### config.mk
export PLATFORM = sky130hd
export DESIGN_NAME = i2c_slave_mem_responder
export DESIGN_NICKNAME = d
export VERILOG_FILES = /design/src/rtl/i2c_slave_mem_responder.sv
export SDC_FILE = /design/constraint.sdc
export NUM_CORES = 1
export LEC_CHECK = 0
export ABC_AREA = 1
export BUFFER_PORTS_ARGS = -buffer_cell sky130_fd_sc_hd__buf_2
export CORE_AREA = 2 2 125 127
export CTS_CLUSTER_DIAMETER = 30
export CTS_CLUSTER_SIZE = 8
export DETAILED_ROUTE_END_ITERATION = 10
export DIE_AREA = 0 0 127 129
export HOLD_SLACK_MARGIN = 0.08
export PLACE_DENSITY = 0.74
export SKIP_CTS_REPAIR_TIMING = 1
export SLEW_MARGIN = 15
export SYNTH_ARGS = -nofsm -noshare
export SYNTH_HDL_FRONTEND = slang
export SYNTH_SLANG_ARGS = --single-unit
### constraint.sdc
create_clock -name clk_i -period 2 [get_ports clk_i]
set_input_delay 0.3 -clock clk_i [delete_from_list [all_inputs] [get_ports clk_i]]
set_output_delay 0.3 -clock clk_i [all_outputs]
set_load 0.005 [all_outputs]
### src/rtl/i2c_slave_mem_responder.sv
//------------------------------------------------------------------------------
// Module  : i2c_slave_mem_responder
// Brief   : I2C slave that answers address/write/read transfers from a byte array.
// Revision: 1.0
//------------------------------------------------------------------------------
`default_nettype none

module i2c_slave_mem_responder #(
    parameter int unsigned SLAVE_ADDR     = 7'h22,
    parameter int          I2C_ADDR_WIDTH = 7,
    parameter int          I2C_DATA_WIDTH = 8,
    parameter int          MEM_AW         = 4
) (
    input  logic                      clk_i,
    input  logic                      rst_n_i,
    input  logic                      scl_i,
    input  logic                      sda_i,
    output logic                      sda_o,
    output logic                      busy_o,
    output logic                      wr_stb_o,
    output logic [MEM_AW-1:0]         wr_addr_o,
    output logic [I2C_DATA_WIDTH-1:0] wr_data_o
);
    localparam int         DW        = I2C_DATA_WIDTH;
    localparam logic [3:0] BYTE_BITS = 4'(DW);
    localparam logic [3:0] LAST_TX   = 4'(DW - 1);

    localparam logic [3:0] IDLE     = 4'd0;
    localparam logic [3:0] ADDR     = 4'd1;
    localparam logic [3:0] ADDR_ACK = 4'd2;
    localparam logic [3:0] WR_PTR   = 4'd3;
    localparam logic [3:0] WR_ACK   = 4'd4;
    localparam logic [3:0] WR_DATA  = 4'd5;
    localparam logic [3:0] RD_DATA  = 4'd6;
    localparam logic [3:0] RD_ACK   = 4'd7;
    localparam logic [3:0] RD_WAIT  = 4'd8;

    logic              scl_meta, scl_s, scl_d;
    logic              sda_meta, sda_s, sda_d;
    logic              scl_rise, scl_fall, start_det, stop_det;
    logic [3:0]        state, state_nxt;
    logic [3:0]        bitcnt;
    logic [DW-1:0]     shift;
    logic [DW-2:0]     tx;
    logic [MEM_AW-1:0] ptr;
    logic [DW-1:0]     mem [2**MEM_AW];
    logic              byte_done, addr_hit, rw;
    logic              sda_nxt, rx_en, tx_load, tx_shift, clr_bitcnt;
    logic              ptr_load, ptr_inc, mem_wr;

    always_ff @(posedge clk_i or negedge rst_n_i) begin
        if (!rst_n_i) begin
            scl_meta <= 1'b1;
            scl_s    <= 1'b1;
            scl_d    <= 1'b1;
            sda_meta <= 1'b1;
            sda_s    <= 1'b1;
            sda_d    <= 1'b1;
        end else begin
            scl_meta <= scl_i;
            scl_s    <= scl_meta;
            scl_d    <= scl_s;
            sda_meta <= sda_i;
            sda_s    <= sda_meta;
            sda_d    <= sda_s;
        end
    end

    assign scl_rise  = scl_s & ~scl_d;
    assign scl_fall  = ~scl_s & scl_d;
    assign start_det = scl_s & sda_d & ~sda_s;
    assign stop_det  = scl_s & ~sda_d & sda_s;
    assign byte_done = (bitcnt == BYTE_BITS);
    assign addr_hit  = (shift[DW-1 -: I2C_ADDR_WIDTH] == I2C_ADDR_WIDTH'(SLAVE_ADDR));
    assign rw        = shift[0];

    always_ff @(posedge clk_i or negedge rst_n_i) begin
        if (!rst_n_i) state <= IDLE;
        else          state <= state_nxt;
    end

    // STOP outranks START, and both outrank any bit-level transition.
    always_comb begin
        state_nxt = state;
        if (stop_det)       state_nxt = IDLE;
        else if (start_det) state_nxt = ADDR;
        else begin
            case (state)
                ADDR:     if (scl_fall && byte_done) state_nxt = addr_hit ? ADDR_ACK : IDLE;
                ADDR_ACK: if (scl_fall) state_nxt = rw ? RD_DATA : WR_PTR;
                WR_PTR:   if (scl_fall && byte_done) state_nxt = WR_ACK;
                WR_ACK:   if (scl_fall) state_nxt = WR_DATA;
                WR_DATA:  if (scl_fall && byte_done) state_nxt = WR_ACK;
                RD_DATA:  if (scl_fall && bitcnt == LAST_TX) state_nxt = RD_ACK;
                RD_ACK: begin
                    if (scl_rise && sda_s) state_nxt = RD_WAIT;
                    else if (scl_fall)     state_nxt = RD_DATA;
                end
                default:  state_nxt = state;
            endcase
        end
    end

    always_comb begin
        sda_nxt    = sda_o;
        rx_en      = 1'b0;
        tx_load    = 1'b0;
        tx_shift   = 1'b0;
        clr_bitcnt = 1'b0;
        ptr_load   = 1'b0;
        ptr_inc    = 1'b0;
        mem_wr     = 1'b0;
        if (start_det || stop_det) begin
            sda_nxt = 1'b1;
        end else begin
            case (state)
                ADDR: begin
                    rx_en = scl_rise && !byte_done;
                    if (scl_fall && byte_done) sda_nxt = ~addr_hit;
                end
                ADDR_ACK: begin
                    if (scl_fall) begin
                        clr_bitcnt = 1'b1;
                        tx_load    = rw;
                        sda_nxt    = rw ? mem[ptr][DW-1] : 1'b1;
                    end
                end
                WR_PTR: begin
                    rx_en = scl_rise && !byte_done;
                    if (scl_fall && byte_done) begin
                        sda_nxt  = 1'b0;
                        ptr_load = 1'b1;
                    end
                end
                WR_ACK: begin
                    if (scl_fall) begin
                        sda_nxt    = 1'b1;
                        clr_bitcnt = 1'b1;
                    end
                end
                WR_DATA: begin
                    rx_en = scl_rise && !byte_done;
                    if (scl_fall && byte_done) begin
                        sda_nxt = 1'b0;
                        mem_wr  = 1'b1;
                    end
                end
                RD_DATA: begin
                    if (scl_fall) begin
                        tx_shift = 1'b1;
                        sda_nxt  = (bitcnt == LAST_TX) ? 1'b1 : tx[DW-2];
                    end
                end
                RD_ACK: begin
                    // A fall here always follows an ACKed rise; a NACK has already left.
                    ptr_inc = scl_rise;
                    if (scl_fall) begin
                        clr_bitcnt = 1'b1;
                        tx_load    = 1'b1;
                        sda_nxt    = mem[ptr][DW-1];
                    end
                end
                default: sda_nxt = 1'b1;
            endcase
        end
    end

    always_ff @(posedge clk_i or negedge rst_n_i) begin
        if (!rst_n_i) begin
            sda_o     <= 1'b1;
            busy_o    <= 1'b0;
            wr_stb_o  <= 1'b0;
            wr_addr_o <= '0;
            wr_data_o <= '0;
            bitcnt    <= '0;
            shift     <= '0;
            tx        <= '0;
            ptr       <= '0;
            for (int i = 0; i < 2**MEM_AW; i++) mem[i] <= '0;
        end else begin
            sda_o    <= sda_nxt;
            wr_stb_o <= 1'b0;
            if (stop_det)       busy_o <= 1'b0;
            else if (start_det) busy_o <= 1'b1;

            if (start_det || clr_bitcnt)  bitcnt <= '0;
            else if (rx_en || tx_shift)   bitcnt <= bitcnt + 4'd1;

            if (rx_en) shift <= {shift[DW-2:0], sda_s};

            if (tx_load)       tx <= mem[ptr][DW-2:0];
            else if (tx_shift) tx <= {tx[DW-3:0], 1'b0};

            if (ptr_load)               ptr <= shift[MEM_AW-1:0];
            else if (ptr_inc || mem_wr) ptr <= ptr + 1'b1;

            if (mem_wr) begin
                mem[ptr]  <= shift;
                wr_stb_o  <= 1'b1;
                wr_addr_o <= ptr;
                wr_data_o <= shift;
            end
        end
    end

endmodule

`default_nettype wire

== Word-level counts from Yosys, hierarchy flattened ==
Index checks and enable logic that the tools add are counted.
Storage, ports and cells
  logic and storage cells: 144
  bits in registers: 176
  output and inout bits: 15
Operators by class
  reductions and logical operators: 20
  add/sub/neg operators: 2
  $lt $le $gt $ge: 2
  bitwise gates (word level): 12
  equal/unequal tests: 22
  muxes and demuxes: 54
Operator list (count)
  $bwmux 128: 1
  $mux 4: 13
  $bmux 8 s4: 1
  $demux 8 s4: 1
  $mux 1: 28
  $mux 8: 3
  $pmux 4 s6: 1
  $eq 4x3->1 const B: 5
  $ne 4x4->1 const B: 4
  $ne 3x3->1 const B: 5
  $mux 7: 2
  $add 4x1->4 const B: 2
  $eq 4x2->1 const B: 2
  $reduce_bool 2->1: 4
  $reduce_bool 8->1: 1
  $eq 7x6->1 const B: 1
  $reduce_and 7->1: 1
  $and 1x1->1: 6
  $pmux 1 s6: 1
  $reduce_and 6->1: 1
  $reduce_or 3->1: 2
  $ge 5x5->1 const B: 1
  $logic_and 1x1->1: 5
  $lt 5x1->1 const B: 1
  other kinds (13): 20

== Longest topological paths before layout ==
  depth in word-level cells: 9
  mapped depth: 11
  mapped depth without buffers: 11

== Worst setup path after synthesis ==
OpenSTA, ideal clock, no wires.
  path type: reg2reg
  start point: register ptr[0]
  end point: register mem[78] (netlist name)
  buffers on the path: 3
  data arrival time: 1.830 ns
  path slack: 0.038 ns
  stages on the path, launching flop included: 9
  data required time: 1.869 ns
  period minus slack after synthesis: 1.962 ns
  library setup time: 0.131 ns
  cells stage by stage: dfrtp_1 > inv_1 > buf_2 > buf_1 > ha_1 > nand3_2 > clkbuf_1 > nand2_1 > o21ai_0
Between the ends
  longest elaborated chain between the ends: 6
Ends and longest elaborated chain
  from (decl): line 45  | logic [MEM_AW-1:0] ptr;
  from (signal assigned): line 194  | if (ptr_load) ptr <= shift[MEM_AW-1:0];
  from (signal assigned): line 195  | else if (ptr_inc || mem_wr) ptr <= ptr + 1'b1;
  $not 4->5 (not written as such) (*): line 198  | mem[ptr] <= shift;
  $ge 5x5->1 (not written as such) or $lt 5x1->1 (tied branches): line 198
  $logic_and 1x1->1 (not written as such): line 198
  $mux 8 (not written as such): line 198
  $demux 8 s4 (*): line 198
  $bwmux 128 (*): line 198
  to (signal, indexed assignment): line 198
  to (decl): line 46  | logic [DW-1:0] mem [2**MEM_AW];
Mark *: on every way between the ends. The rest lies on a longest branch, timed or not.
A chain may end at the register's enable or synchronous reset.

== Final worst setup path ==
  start point: register bitcnt[0]
  end point: register mem[109] (netlist name)
Between the ends
  longest elaborated chain between the ends: 5
Ends and longest elaborated chain
  from (decl): line 42  | logic [3:0] bitcnt;
  from (signal assigned): line 187  | else if (rx_en || tx_shift) bitcnt <= bitcnt + 4'd1;
  $eq 4x4->1: line 73  | assign byte_done = (bitcnt == BYTE_BITS);
  $logic_and 1x1->1: line 143  | if (scl_fall && byte_done) begin
  $mux 1: line 143
  $mux 1: line 116  | case (state)
  $mux 1: line 113  | if (start_det || stop_det) begin
Every way passes these cells.

==> metrics.md <==
| Metric | Value |
|---|---|
| Run status | `finished clean` |
| Area grow syn2layout | `12.65%` |
| Core Area | `14980 um2` |
| Routed Antenna Nets | `0` |
| Synth Cell Area | `8258 um2` |
| Crit Path Category | `flip-flop to flip-flop` |
| Via count | `6862` |
| Worst-case clock buffer depth | `2` |
| Initial DRC count | `754` |
| Fin crit share | `0.9070` |
| Distinct cells, synth | `33` |
| Commonest non-fill, non-tap cell in the layout | `nand2_1` |
| Hold WS | `357.9 ps` |
| # DRC | `0` |
| # diodes | `0` |
| Final GP Congestion | `0.8841` |
| Fin area | `9303 um2` |
| Reg area | `4414 um2` |
| R2r setup slk | `190 ps` |
| CTS Buf Count | `17` |
| Nets@finish | `1033` |
| Hold path cells | `0` |
| Fin. max-slew vios | `0` |
| Reg2reg start | `bitcnt[0]` |
| FP Rows | `45` |
| Synth area leader | `dfrtp_1` |
| Top cell type's share of synthesized area | `0.5121` |
| Crit. End Element | `flip-flop` |
| Combinational power share | `0.053` |
| Worst reg-to-reg path cell count | `9` |
| Worst Skew | `8.487 ps` |
| Die ar. | `16380 um2` |
| CTS root buf | `clkbuf_16` |
| CTS tree | `built` |
| Async SR Flop Fraction | `1.000` |
| Tot Pwr | `7.338 mW` |
| Worst EP required | `2310 ps` |
| Post-Syn Nets | `1014` |
| Worst slew margin | `0.6211` |
| Seq/Total Area, Yosys | `0.5344` |
| RSZ-0062 raised after global routing | `false` |
| Initial antenna violation count | `0` |
| Static Leak | `4.311 nW` |
| Setup_tns | `0 ps` |
| Mean post-synth cell area | `8.225 um2` |
| # port buffers | `18` |
| WL per Instance | `16.60 um` |
| Hold crit path type | `flip-flop to flip-flop` |
| Cells after synthesis | `1004` |
| Multi-input gate area | `3441 um2` |
| Post-layout util | `0.6211` |
| GRT Overall Usage | `0.2624` |
| Worst Hold Endpoint | `scl_s` |
| CTS Sinks | `176` |
| Pre-antenna DRT Iters | `5` |
| Ranking of synthesized cells by area | `dfrtp_1 (51%), nand2_1 (13%), o21ai_0 (8.2%)` |
| Starting density of the core | `0.5514` |
| Post-synth EDFFs | `0` |
| Hold path startpoint | `scl_meta` |
| Final setup viols | `0` |
| Placed Area | `8630 um2` |
| Largest net degree at the start of global routing | `58` |
| Fmax | `0.5513 GHz` |
| Switch share | `0.2498` |
| Die Ht | `129 um` |
| Slew @ Worst Pin | `568.3 ps` |
| Int Pwr | `5.505 mW` |
| Critical path fanouts, max | `17` |
| Dpl hpwl | `13.05 mm` |
| Highest-count cells in the layout ignoring fill and taps | `nand2_1 (297), dfrtp_1 (168), o21ai_0 (135)` |
| Startpoint class of the critical path | `flip-flop` |
| Syn. warnings | `0` |
| First-pass GRT wire length | `33.44 mm` |
| # H-tree levels | `4` |
| Reg power frac | `0.496` |
| Most common flop cell mapped by yosys | `dfrtp_1` |
| CTS clk-pin slew, worst paths | `70 ps` |
| Final WL | `20.32 mm` |
| Crit path time final | `1814 ps` |
| Vias in the first global route | `6440` |
| Clk network pwr share | `0.450` |
| Die X | `127 um` |
| #FFs+latches synth | `176` |
| PwrDens | `788.8 nW/um2` |
| Worst IR Drop VDD | `0.0005975 V` |
| # fillers | `1267` |
| Net Sw Power | `1.833 mW` |
| Share of cells above drive strength 1 | `0.1178` |
| Vias/cell | `5.606` |
| Worst r2r dst | `mem[109]` |
| # IOs | `19` |
| Max-Cap Viols | `0` |
| Worst path arrival time | `2120 ps` |
| Worst skew pair latency | `440 ps` |
| Final hold violations | `0` |
| Total congestion overflow | `0` |
==> cells in the mapped netlist, types with 2 or more instances <==
cell	instances
a21boi_1	6
a21oi_1	7
buf_1	6
buf_2	8
buf_4	9
clkbuf_1	31
dfrtp_1	169
dfstp_2	7
ha_1	6
inv_1	45
inv_2	4
nand2_1	297
nand3_1	27
nand3_2	7
nand3_4	9
nand4_1	6
nor2_1	108
nor2_2	3
nor3_1	2
o21ai_0	135
o21ai_1	90
o22ai_1	9
or2_2	2
xor2_1	2
==> routing by layer <==
layer | wire length [um] | global-route usage
met2 | 9459 | 0.4099
met3 | 1134 | 0.05904
met1 | 9321 | 0.3675
met5 | 0 | 0
met4 | 405 | 0.08856
==> worst max-delay path by stage <==
stage	startpoint	endpoint	slack (ps)	cells after the start
after global placement	bitcnt[0]	mem[74]	140	9
after floorplan	ptr[0]	mem[78]	40	8
after detailed placement	bitcnt[0]	mem[109]	40	9
after global routing	bitcnt[0]	ptr[3]	20	9
final	bitcnt[0]	mem[109]	190	9
after CTS	bitcnt[0]	mem[109]	-10	9
==> state kept, by name, indices dropped and copies added, names as in the netlist, 4 cells and up <==
signal	count
tx	7
wr_addr_o	4
ptr	4
state	4
bitcnt	4
mem	128
shift	8
wr_data_o	8
==> power groups by stage <==
stage / clock (mW) / sequential [mW] / combinational [mW]
after floorplan: 0 / 3.70 / 0.168
after global placement: 0 / 3.70 / 0.385
after detailed placement: 0 / 3.71 / 0.387
after CTS: 3.33 / 3.64 / 0.389
after global routing: 3.47 / 3.64 / 0.434
final: 3.31 / 3.64 / 0.392
==> layout make-up <==
type                    count  share of cell area
multi-input cells         723              0.3699
flip-flops and latches    176              0.4745
clock buffers              20             0.04909
well taps                 188             0.02529
repair buffers             55             0.04640
clock inverters            12             0.01332
inverters                  50             0.02152
==> worst max-delay path, stage by stage, from the launching register on <==
cell      delay, ps
dfrtp_1         390
inv_1           100
ha_1            150
nand3_1         110
nor2_2          220
nand2_4         120
clkinv_8        160
nand3_4         190
nand2_1         130
o21ai_0         100
==> cell families (layout without fill, tap and decap cells) <==
family / after synthesis / count (layout) / share of synthesized area
AO/OA/AOI/OAI: 251 / 251 / 0.1576
XOR/XNOR: 2 / 2 / 0.002122
adder cells (fa/ha/maj): 6 / 6 / 0.009091
buffers and inverters: 105 / 137 / 0.05560
flip-flops: 176 / 176 / 0.5344
AND/OR/NAND/NOR: 464 / 464 / 0.2412
==> metrics by stage <==
step           instances  setup WS [ps]
2_1_floorplan       1004          38.45
3_3_place_gp        1189          141.2
3_5_place_dp        1189          42.14
4_1_cts             1221         -9.929
5_1_grt             1224          21.79
6_report            1224          186.1
Note: power is estimated with default switching activity, not from simulation.
